<file path="config.mk">
export PLATFORM = sky130hd
export DESIGN_NAME = shot_tracer
export DESIGN_NICKNAME = d
export VERILOG_FILES = /design/src/rtl/shot_pkg.sv /design/src/rtl/shot_enff.sv /design/src/rtl/shot_step.sv /design/src/rtl/shot_tracer.sv
export SDC_FILE = /design/constraint.sdc
export NUM_CORES = 1
export LEC_CHECK = 0
export CORE_UTILIZATION = 25
export CTS_BUF_LIST = sky130_fd_sc_hd__clkbuf_2 sky130_fd_sc_hd__clkbuf_4 sky130_fd_sc_hd__clkbuf_8
export DETAILED_ROUTE_END_ITERATION = 10
export HOLD_SLACK_MARGIN = 0.12
export PLACE_DENSITY = 0.44
export SETUP_SLACK_MARGIN = 0.4
export SLEW_MARGIN = 0
export SYNTH_ARGS = -nofsm -noshare
export SYNTH_HDL_FRONTEND = slang
export SYNTH_SLANG_ARGS = --single-unit
</file>
<file path="constraint.sdc">
create_clock -name clk -period 2.4 [get_ports clk]
set_clock_uncertainty 0.2 [all_clocks]
set_input_delay 0.48 -clock clk [delete_from_list [all_inputs] [get_ports clk]]
set_output_delay 0.48 -clock clk [all_outputs]
set_load 0.02 [all_outputs]
</file>
<file path="src/rtl/shot_pkg.sv">
// Shared types and constants for the shot tracer: FSM states, playfield width
// and the width used for overflow-safe step arithmetic.
package shot_pkg;

    typedef enum logic [1:0] {
        IDLE = 2'd0,
        FLY  = 2'd1,
        DONE = 2'd2
    } state_e;

    localparam logic [4:0] X_MAX  = 5'd31;
    localparam int         STEP_W = 6;

endpackage

</file>
<file path="src/rtl/shot_enff.sv">
// Enable flop used for every register of the tracer: async active-low clear to
// zero, load only when the game tick enable is high.
module shot_enff #(
    parameter int W = 1
) (
    input  logic         clk,
    input  logic         rst_n,
    input  logic         en_i,
    input  logic [W-1:0] d_i,
    output logic [W-1:0] q_o
);

    always_ff @(posedge clk or negedge rst_n) begin
        if (!rst_n) begin
            q_o <= '0;
        end else if (en_i) begin
            q_o <= d_i;
        end
    end

endmodule

</file>
<file path="src/rtl/shot_step.sv">
// Combinational next-position calculator for one flight tick.
// SHOT_BOUNCE_EN selects reflecting walls; otherwise walls clamp the column.
module shot_step
    import shot_pkg::*;
#(
    parameter logic [4:0] Y_MAX = 5'd31
) (
    input  logic [4:0] x,
    input  logic [4:0] y,
    input  logic [4:0] run,
    input  logic [4:0] rise,
    input  logic       dir,
    output logic [4:0] x_next,
    output logic [4:0] y_next,
    output logic       dir_next,
    output logic       top,
    output logic       wall
);

    logic [STEP_W-1:0] x_w;
    logic [STEP_W-1:0] run_w;
    logic [STEP_W-1:0] rise_w;
    logic [STEP_W-1:0] y_sum;
    logic [STEP_W-1:0] x_sum;

`ifdef SHOT_BOUNCE_EN
    localparam logic [STEP_W-1:0] MIRROR_HI = {X_MAX, 1'b0};
`endif

    assign x_w    = {1'b0, x};
    assign run_w  = {1'b0, run};
    // A zero rise would never reach the top, so it is promoted to one.
    assign rise_w = (rise == 5'd0) ? 6'd1 : {1'b0, rise};
    assign y_sum  = {1'b0, y} + rise_w;
    assign x_sum  = x_w + run_w;

    assign top    = (y_sum >= {1'b0, Y_MAX});
    assign y_next = top ? Y_MAX : y_sum[4:0];

    always_comb begin
        x_next   = x;
        dir_next = dir;
        wall     = 1'b0;
        if (run != 5'd0) begin
            if (dir) begin
                if (x_sum >= {1'b0, X_MAX}) begin
                    wall = 1'b1;
`ifdef SHOT_BOUNCE_EN
                    x_next   = 5'(MIRROR_HI - x_sum);
                    dir_next = 1'b0;
`else
                    x_next   = X_MAX;
`endif
                end else begin
                    x_next = x_sum[4:0];
                end
            end else begin
                // Moving left: reaching or passing column 0 happens when run >= x.
                if (run_w >= x_w) begin
                    wall = 1'b1;
`ifdef SHOT_BOUNCE_EN
                    x_next   = 5'(run_w - x_w);
                    dir_next = 1'b1;
`else
                    x_next   = 5'd0;
`endif
                end else begin
                    x_next = 5'(x_w - run_w);
                end
            end
        end
    end

endmodule

</file>
<file path="src/rtl/shot_tracer.sv">
// Shot tracer top: launch, per-tick flight and one-tick DONE hold.
// SHOT_BOUNCE_EN makes walls reflect the shot instead of ending the flight.
module shot_tracer
    import shot_pkg::*;
#(
    parameter logic [4:0] Y_MAX = 5'd31
) (
    input  logic       clk,
    input  logic       rst_n,
    input  logic       ena,
    input  logic       fire,
    input  logic [4:0] x_pos,
    input  logic [4:0] run,
    input  logic [4:0] rise,
    input  logic       dir,
    output logic [4:0] shot_x,
    output logic [4:0] shot_y,
    output logic       active,
    output logic       hit_top,
    output logic       wall_hit
);

`ifdef SHOT_BOUNCE_EN
    localparam bit WALL_STOPS = 1'b0;
`else
    localparam bit WALL_STOPS = 1'b1;
`endif

    state_e     state_q, state_d;
    logic [1:0] state_bits_q;
    logic [4:0] x_q, x_d, y_q, y_d, run_q, run_d, rise_q, rise_d;
    logic       dir_q, dir_d, hit_q, hit_d, wall_q, wall_d;

    logic [4:0] step_x, step_y;
    logic       step_dir, step_top, step_wall;

    shot_step #(.Y_MAX(Y_MAX)) u_step (
        .x        (x_q),
        .y        (y_q),
        .run      (run_q),
        .rise     (rise_q),
        .dir      (dir_q),
        .x_next   (step_x),
        .y_next   (step_y),
        .dir_next (step_dir),
        .top      (step_top),
        .wall     (step_wall)
    );

    always_comb begin
        state_d = state_q;
        x_d     = x_q;
        y_d     = y_q;
        run_d   = run_q;
        rise_d  = rise_q;
        dir_d   = dir_q;
        hit_d   = 1'b0;
        wall_d  = 1'b0;
        unique case (state_q)
            IDLE: begin
                if (fire) begin
                    run_d   = run;
                    rise_d  = rise;
                    dir_d   = dir;
                    x_d     = x_pos;
                    y_d     = 5'd0;
                    state_d = FLY;
                end
            end
            FLY: begin
                x_d    = step_x;
                y_d    = step_y;
                dir_d  = step_dir;
                hit_d  = step_top;
                wall_d = step_wall;
                if (step_top || (step_wall && WALL_STOPS)) begin
                    state_d = DONE;
                end
            end
            DONE:    state_d = IDLE;
            default: state_d = IDLE;
        endcase
    end

    shot_enff #(.W(2)) u_state_ff (.clk(clk), .rst_n(rst_n), .en_i(ena), .d_i(state_d), .q_o(state_bits_q));
    shot_enff #(.W(5)) u_x_ff     (.clk(clk), .rst_n(rst_n), .en_i(ena), .d_i(x_d),     .q_o(x_q));
    shot_enff #(.W(5)) u_y_ff     (.clk(clk), .rst_n(rst_n), .en_i(ena), .d_i(y_d),     .q_o(y_q));
    shot_enff #(.W(5)) u_run_ff   (.clk(clk), .rst_n(rst_n), .en_i(ena), .d_i(run_d),   .q_o(run_q));
    shot_enff #(.W(5)) u_rise_ff  (.clk(clk), .rst_n(rst_n), .en_i(ena), .d_i(rise_d),  .q_o(rise_q));
    shot_enff #(.W(1)) u_dir_ff   (.clk(clk), .rst_n(rst_n), .en_i(ena), .d_i(dir_d),   .q_o(dir_q));
    shot_enff #(.W(1)) u_hit_ff   (.clk(clk), .rst_n(rst_n), .en_i(ena), .d_i(hit_d),   .q_o(hit_q));
    shot_enff #(.W(1)) u_wall_ff  (.clk(clk), .rst_n(rst_n), .en_i(ena), .d_i(wall_d),  .q_o(wall_q));

    assign state_q  = state_e'(state_bits_q);
    assign shot_x   = x_q;
    assign shot_y   = y_q;
    assign active   = (state_q == FLY);
    assign hit_top  = hit_q;
    assign wall_hit = wall_q;

endmodule

</file>
**Word level (Yosys, flattened, before mapping)**

Index checks and enable logic that the tools add are counted.

- Flip-flop bits (word level): 25
- Bits in latches: 0
- Bits in writable memories: 0
- Bits in read-only memories: 0
- Input port bits: 20
- Word-level logic and storage cells: 46
- Memories: 0

- Add/sub/neg operators: 3
- Multiply operators: 0
- Divide/modulo/power cells: 0
- $lt $le $gt $ge: 3
- Equality and inequality tests: 4
- Shift-type cells: 0
- Multiplexer cells: 19
- Bitwise logic cells: 0
- Reductions and logical operators: 9

Operator list:

| kind | number |
|---|---|
| two-way mux 5 bit | 8 |
| case mux 5 bit (2 select lines) | 2 |
| >= comparator 6 x 5 -> 1 bit (second input constant) | 2 |
| AND reduction 3 bit | 3 |
| adder 5 x 5 -> 6 bit | 1 |
| adder 5 x 6 -> 6 bit | 1 |
| two-way mux 1 bit | 6 |
| >= comparator 5 bit | 1 |
| zero test 5 bit | 1 |
| nonzero test 5 bit | 1 |
| subtractor 5 bit | 1 |
| two-way mux 2 bit | 2 |
| != test 2 x 1 -> 1 bit (second input constant) | 2 |
| case mux 2 bit (2 select lines) | 1 |
| AND reduction 4 bit | 1 |
| == test 2 x 1 -> 1 bit (second input constant) | 1 |
| zero test 2 bit | 1 |
| != test 2 bit (second input constant) | 1 |
| nonzero test 2 bit | 1 |
| logical OR 1 bit | 1 |

**Longest topological paths before layout**

- Depth after elaboration: 8
- Mapped depth: 10
- Mapped depth without buffers: 10

**By module**

Synthesis repeated with hierarchy kept, for this count alone.

- Cells, all modules: 215
- Area total of the unflattened synthesis: 2168.3 µm²

Modules (own cells, without submodules):

| module | instances | cells each | area an instance (µm²) | sequential area each (µm²) |
|---|---|---|---|---|
| shot_step | 1 | 122 | 862.1 | 0.0 |
| shot_enff at u_rise_ff ... | 4 | 10 | 181.4 | 125.1 |
| shot_tracer | 1 | 43 | 387.9 | 0.0 |
| shot_enff at u_dir_ff ... | 3 | 2 | 40.0 | 25.0 |
| shot_enff at u_state_ff | 1 | 4 | 72.6 | 50.0 |

**Least setup slack after synthesis**

Ideal clock, no wire load.

- Path kind: reg2reg
- From: register u_x_ff.q_o[2]
- To: register u_state_ff.q_o[1]
- Setup time: 0.066 ns
- Data arrival time: 2.253 ns
- Data required time: 2.134 ns
- Path slack: -0.119 ns
- Cell stages (with the launch flop): 9
- Path buffers: 1
- Clock period less this slack: 2.519 ns
- Cell sequence: dfrtp_1 ha_1 buf_6 inv_2 a221oi_4 mux2_4 o311a_1 o21ai_1 a31o_1

- Longest elaborated chain between the ends: 8

Ends and longest elaborated chain:

| what | line | text |
|---|---|---|
| from (decl) | shot_enff.sv:10 | `output logic [W-1:0] q_o` |
| from (signal assigned) | shot_enff.sv:17 | `q_o <= d_i;` |
| adder 5 x 5 -> 6 bit | shot_step.sv:35 | `assign x_sum = x_w + run_w;` |
| >= comparator 6 x 5 -> 1 bit | shot_step.sv:46 | `if (x_sum >= {1'b0, X_MAX}) begin` |
| two-way mux 1 bit | shot_step.sv:46 |  |
| two-way mux 1 bit * | shot_step.sv:45 | `if (dir) begin` |
| two-way mux 1 bit * | shot_step.sv:44 | `if (run != 5'd0) begin` |
| logical OR 1 bit * | shot_tracer.sv:76 | `if (step_top \|\| (step_wall && WALL_STOPS)) begin` |
| != test 2 x 1 -> 1 bit (no line) * | - |  |
| AND reduction 3 bit (no line) * | - |  |
| to (signal assigned) | shot_enff.sv:17 |  |
| to (decl) | shot_enff.sv:10 |  |

Mark *: on every way between the ends. The rest lies on a longest branch, timed or not.
A chain may end at the register's enable or synchronous reset.

**Final worst setup path**

- From: register u_rise_ff.q_o[4]
- To: register u_state_ff.q_o[1]

- Longest elaborated chain between the ends: 7

Ends and longest elaborated chain:

| what | line | text |
|---|---|---|
| from (decl) | shot_enff.sv:10 |  |
| from (signal assigned) | shot_enff.sv:17 |  |
| zero test 5 bit | shot_step.sv:33 | `assign rise_w = (rise == 5'd0) ? 6'd1 : {1'b0, rise};` |
| two-way mux 5 bit * | shot_step.sv:33 |  |
| adder 5 x 6 -> 6 bit * | shot_step.sv:34 | `assign y_sum = {1'b0, y} + rise_w;` |
| >= comparator 6 x 5 -> 1 bit * | shot_step.sv:37 | `assign top = (y_sum >= {1'b0, Y_MAX});` |
| logical OR 1 bit * | shot_tracer.sv:76 |  |
| != test 2 x 1 -> 1 bit (no line) * | - |  |
| AND reduction 3 bit (no line) * | - |  |

Marked as above.

==> impl_metrics.yaml <==
die:
  dieHeight_um: 87.7
  initial_utilization_pct: 26.5
  io_pins: 33
  die_w_um: 87.7
  rows: 30
  core-area_um2: 6940
  dieArea_um2: 7700
run_status:
  violations: "setup timing"
  status: "finished with violations"
setup_path:
  cp_max_fo: 2
  cp.required_ns: 2.42
  cp-start-kind: "flip-flop"
  ff2ff_setup_slack_ns: -0.12
  critPathKind: "reg2reg"
  endpoint_kind: "flip-flop"
  worst_ep_arrival_time_ns: 2.53
sta:
  period_share_pct: 105
  fin_tns_setup_ns: -0.268
  period_needed_ns: 2.52
  slew_violations: 0
  slew_headroom_pct: 76.9
  tightest_slew_ns: 0.347
  layout_setup_ws_ns: -0.117
  setup_viol: 4
  rsz0062_at_grt: "yes"
  clock.fmax_ghz: 0.397
  finalHoldViolations: 0
synth:
  synth_seq_area_share_pct: 34.0
  avgSynthCellArea_um2: 9.94
  netlist.area_leader.share_pct: 34.0
  synthFlopType: "dfrtp_1"
  synthArstFlopShare_pct: 100
  synth-seq-cells: 25
  yosysWarnings: 0
  netlist_area_um2: 1840
  ys_top_cells_by_area: "dfrtp_1 (34%), ha_1 (10%), mux2_2 (3.7%)"
  synth_cell_types: 53
  netlist_instances: 185
  synth_top_cell_by_area: "dfrtp_1"
  synth_nets: 223
  synth_enable_flop_cells: 0
global_route:
  grt_antenna_before_repair: 0
  grt-ovfl-total: 0
  grt_usage_pct: 14.8
  grt_pass1_wl_um: 8640
  grt_max_degree: 26
  grt_pass1_vias: 1726
clock_network:
  root_buffer: "clkbuf_8"
  cts_buffers: 3
  h-tree-depth: 1
  clock_latency_ns: 0.27
  clk_pin_slew_worst_paths_ns: 0.09
  cts.sinks: 25
  tritoncts: "done"
  hold_buffers: 0
  clockBufferDepth: 2
cells_and_area:
  layout-drive-gt1-share_pct: 47.1
  post-route-util_pct: 42.8
  fin_nets: 300
  area_delta_synth_final_pct: 61.6
  num-fill-cells: 688
  antennaDiodeCount: 0
drt:
  drc: 0
  first_pass_iters: 4
  wire_per_inst_um: 14.7
  vias_per_cell: 4.59
  ant_nets: 0
  vias: 1639
  routed_wl_um: 5260
  drt_iter0_markers: 68
placed_design:
  gp_congestion: 0.820
  placement.io_buffers: 32
  dpl.hpwl_um: 3890
worst_hold_path:
  hold_path_class: "reg2reg"
run:
  maxCapViolCount: 0
-- sequential cells by signal, summed over array words and instances (netlist names) --
signal          flops
u_dir_ff.q_o        1
u_run_ff.q_o        5
u_rise_ff.q_o       5
u_y_ff.q_o          5
u_wall_ff.q_o       1
u_hit_ff.q_o        1
u_state_ff.q_o      2
u_x_ff.q_o          5
-- per-layer routing --
layer  up-vias  share of wire, %  GRT usage (%)
li1        816                 -              -
met1       776                46           19.8
met4         0              0.95           3.13
met5         -                 0              0
met2        41                47           24.5
met3         6               5.2           3.11
-- area by class of cell --
class	count	area, um^2	share of cell area (%)
Inverter	15	58.8	1.98
Timing Repair Buffer	82	726	24.4
Tap cell	96	120	4.04
Clock buffer	4	48.8	1.64
Multi-Input combinational cell	135	1380	46.6
Sequential cell	25	633	21.3
-- cell usage after synthesis, types with 3 or more instances --
library cell,instances
dfrtp_1,25
ha_1,15
nand2_1,15
nor2_1,15
inv_1,13
o21ai_0,9
a21oi_1,8
a21o_1,6
mux2_2,6
o21ai_1,5
o31ai_1,5
clkbuf_1,4
buf_6,3
fa_1,3
nor2b_1,3
xnor2_1,3
-- critical path, cell delays in order, from the launching register on --
cell and delay (ns):
dfrtp_1 0.42, o41ai_4 0.40, ha_2 0.26, fa_2 0.23, a21o_1 0.14, a21oi_2 0.06
xor2_1 0.15, o41a_1 0.37, o21ai_2 0.09, a31o_1 0.15
-- metrics by stage --
| stage | hold slack [ns] | instances | area, um^2 | setup slack, ns |
|---|---|---|---|---|
| final | 0.312 | 357 | 2970 | -0.117 |
| after global routing | 0.331 | 357 | 2970 | -0.201 |
| after CTS | 0.313 | 354 | 2850 | -0.107 |
| after detailed placement | 0.289 | 341 | 2560 | -0.146 |
| after global placement | 0.290 | 341 | 2560 | -0.131 |
| after floorplan | -0.0156 | 185 | 1900 | -0.0565 |
-- placed cells by master (no fill, tap or decap), types with 3 or more instances in the layout --
cell,instances
dlygate4sd2_1,5
mux2_2,6
fa_2,3
clkdlybuf4s50_1,21
dfrtp_1,19
nand2_1,13
ha_4,6
a21o_1,6
dlymetal6s2s_1,5
inv_2,6
dfrtp_2,6
o21ai_0,4
o21ai_1,8
o31ai_1,3
buf_6,6
inv_1,8
a21oi_1,3
a21oi_2,3
nor2_1,15
buf_4,44
clkbuf_8,3
ha_1,8
-- kinds of logic (layout without fill, tap and decap cells) --
family	Yosys count	count (layout)	share of synthesized area, %
AOI/OAI and AO/OA	59	59	25.5
and+or+nand+nor	45	45	12.7
DFF	25	25	34.0
buffers and inverters	25	101	6.67
adders and majority gates	18	18	13.5
muxes	8	8	5.31
xor gates and xnor gates	5	5	2.38
-- path summary, 6_finish.rpt --
check	startpoint	end	cells past startpoint
max in group asynchronous	rst_n	u_run_ff.q_o[0]$_DFFE_PN0P_	2
worst min-delay path	u_hit_ff.q_o$_DFFE_PN0P_	u_hit_ff.q_o$_DFFE_PN0P_	1
min in group asynchronous	rst_n	u_x_ff.q_o[0]$_DFFE_PN0P_	2
worst max register to register	u_rise_ff.q_o[4]$_DFFE_PN0P_	u_state_ff.q_o[1]$_DFFE_PN0P_	9
worst max-delay path	u_rise_ff.q_o[4]$_DFFE_PN0P_	u_state_ff.q_o[1]$_DFFE_PN0P_	9
worst min register to register	u_hit_ff.q_o$_DFFE_PN0P_	u_hit_ff.q_o$_DFFE_PN0P_	1
-- timing repair --
| item | 4_1_cts | 5_1_grt |
|---|---|---|
| buffers inserted | 9 | 3 |
| hold endpoints to repair | 0 | 0 |
| pin swaps | 23 | 15 |
| gates resized for setup | 48 | 21 |
| setup endpoints to repair | 26 | 25 |
Power is left out: the tool's default activity adds up to more than one toggle a clock period on the data nets, which glitch-free logic cannot reach.
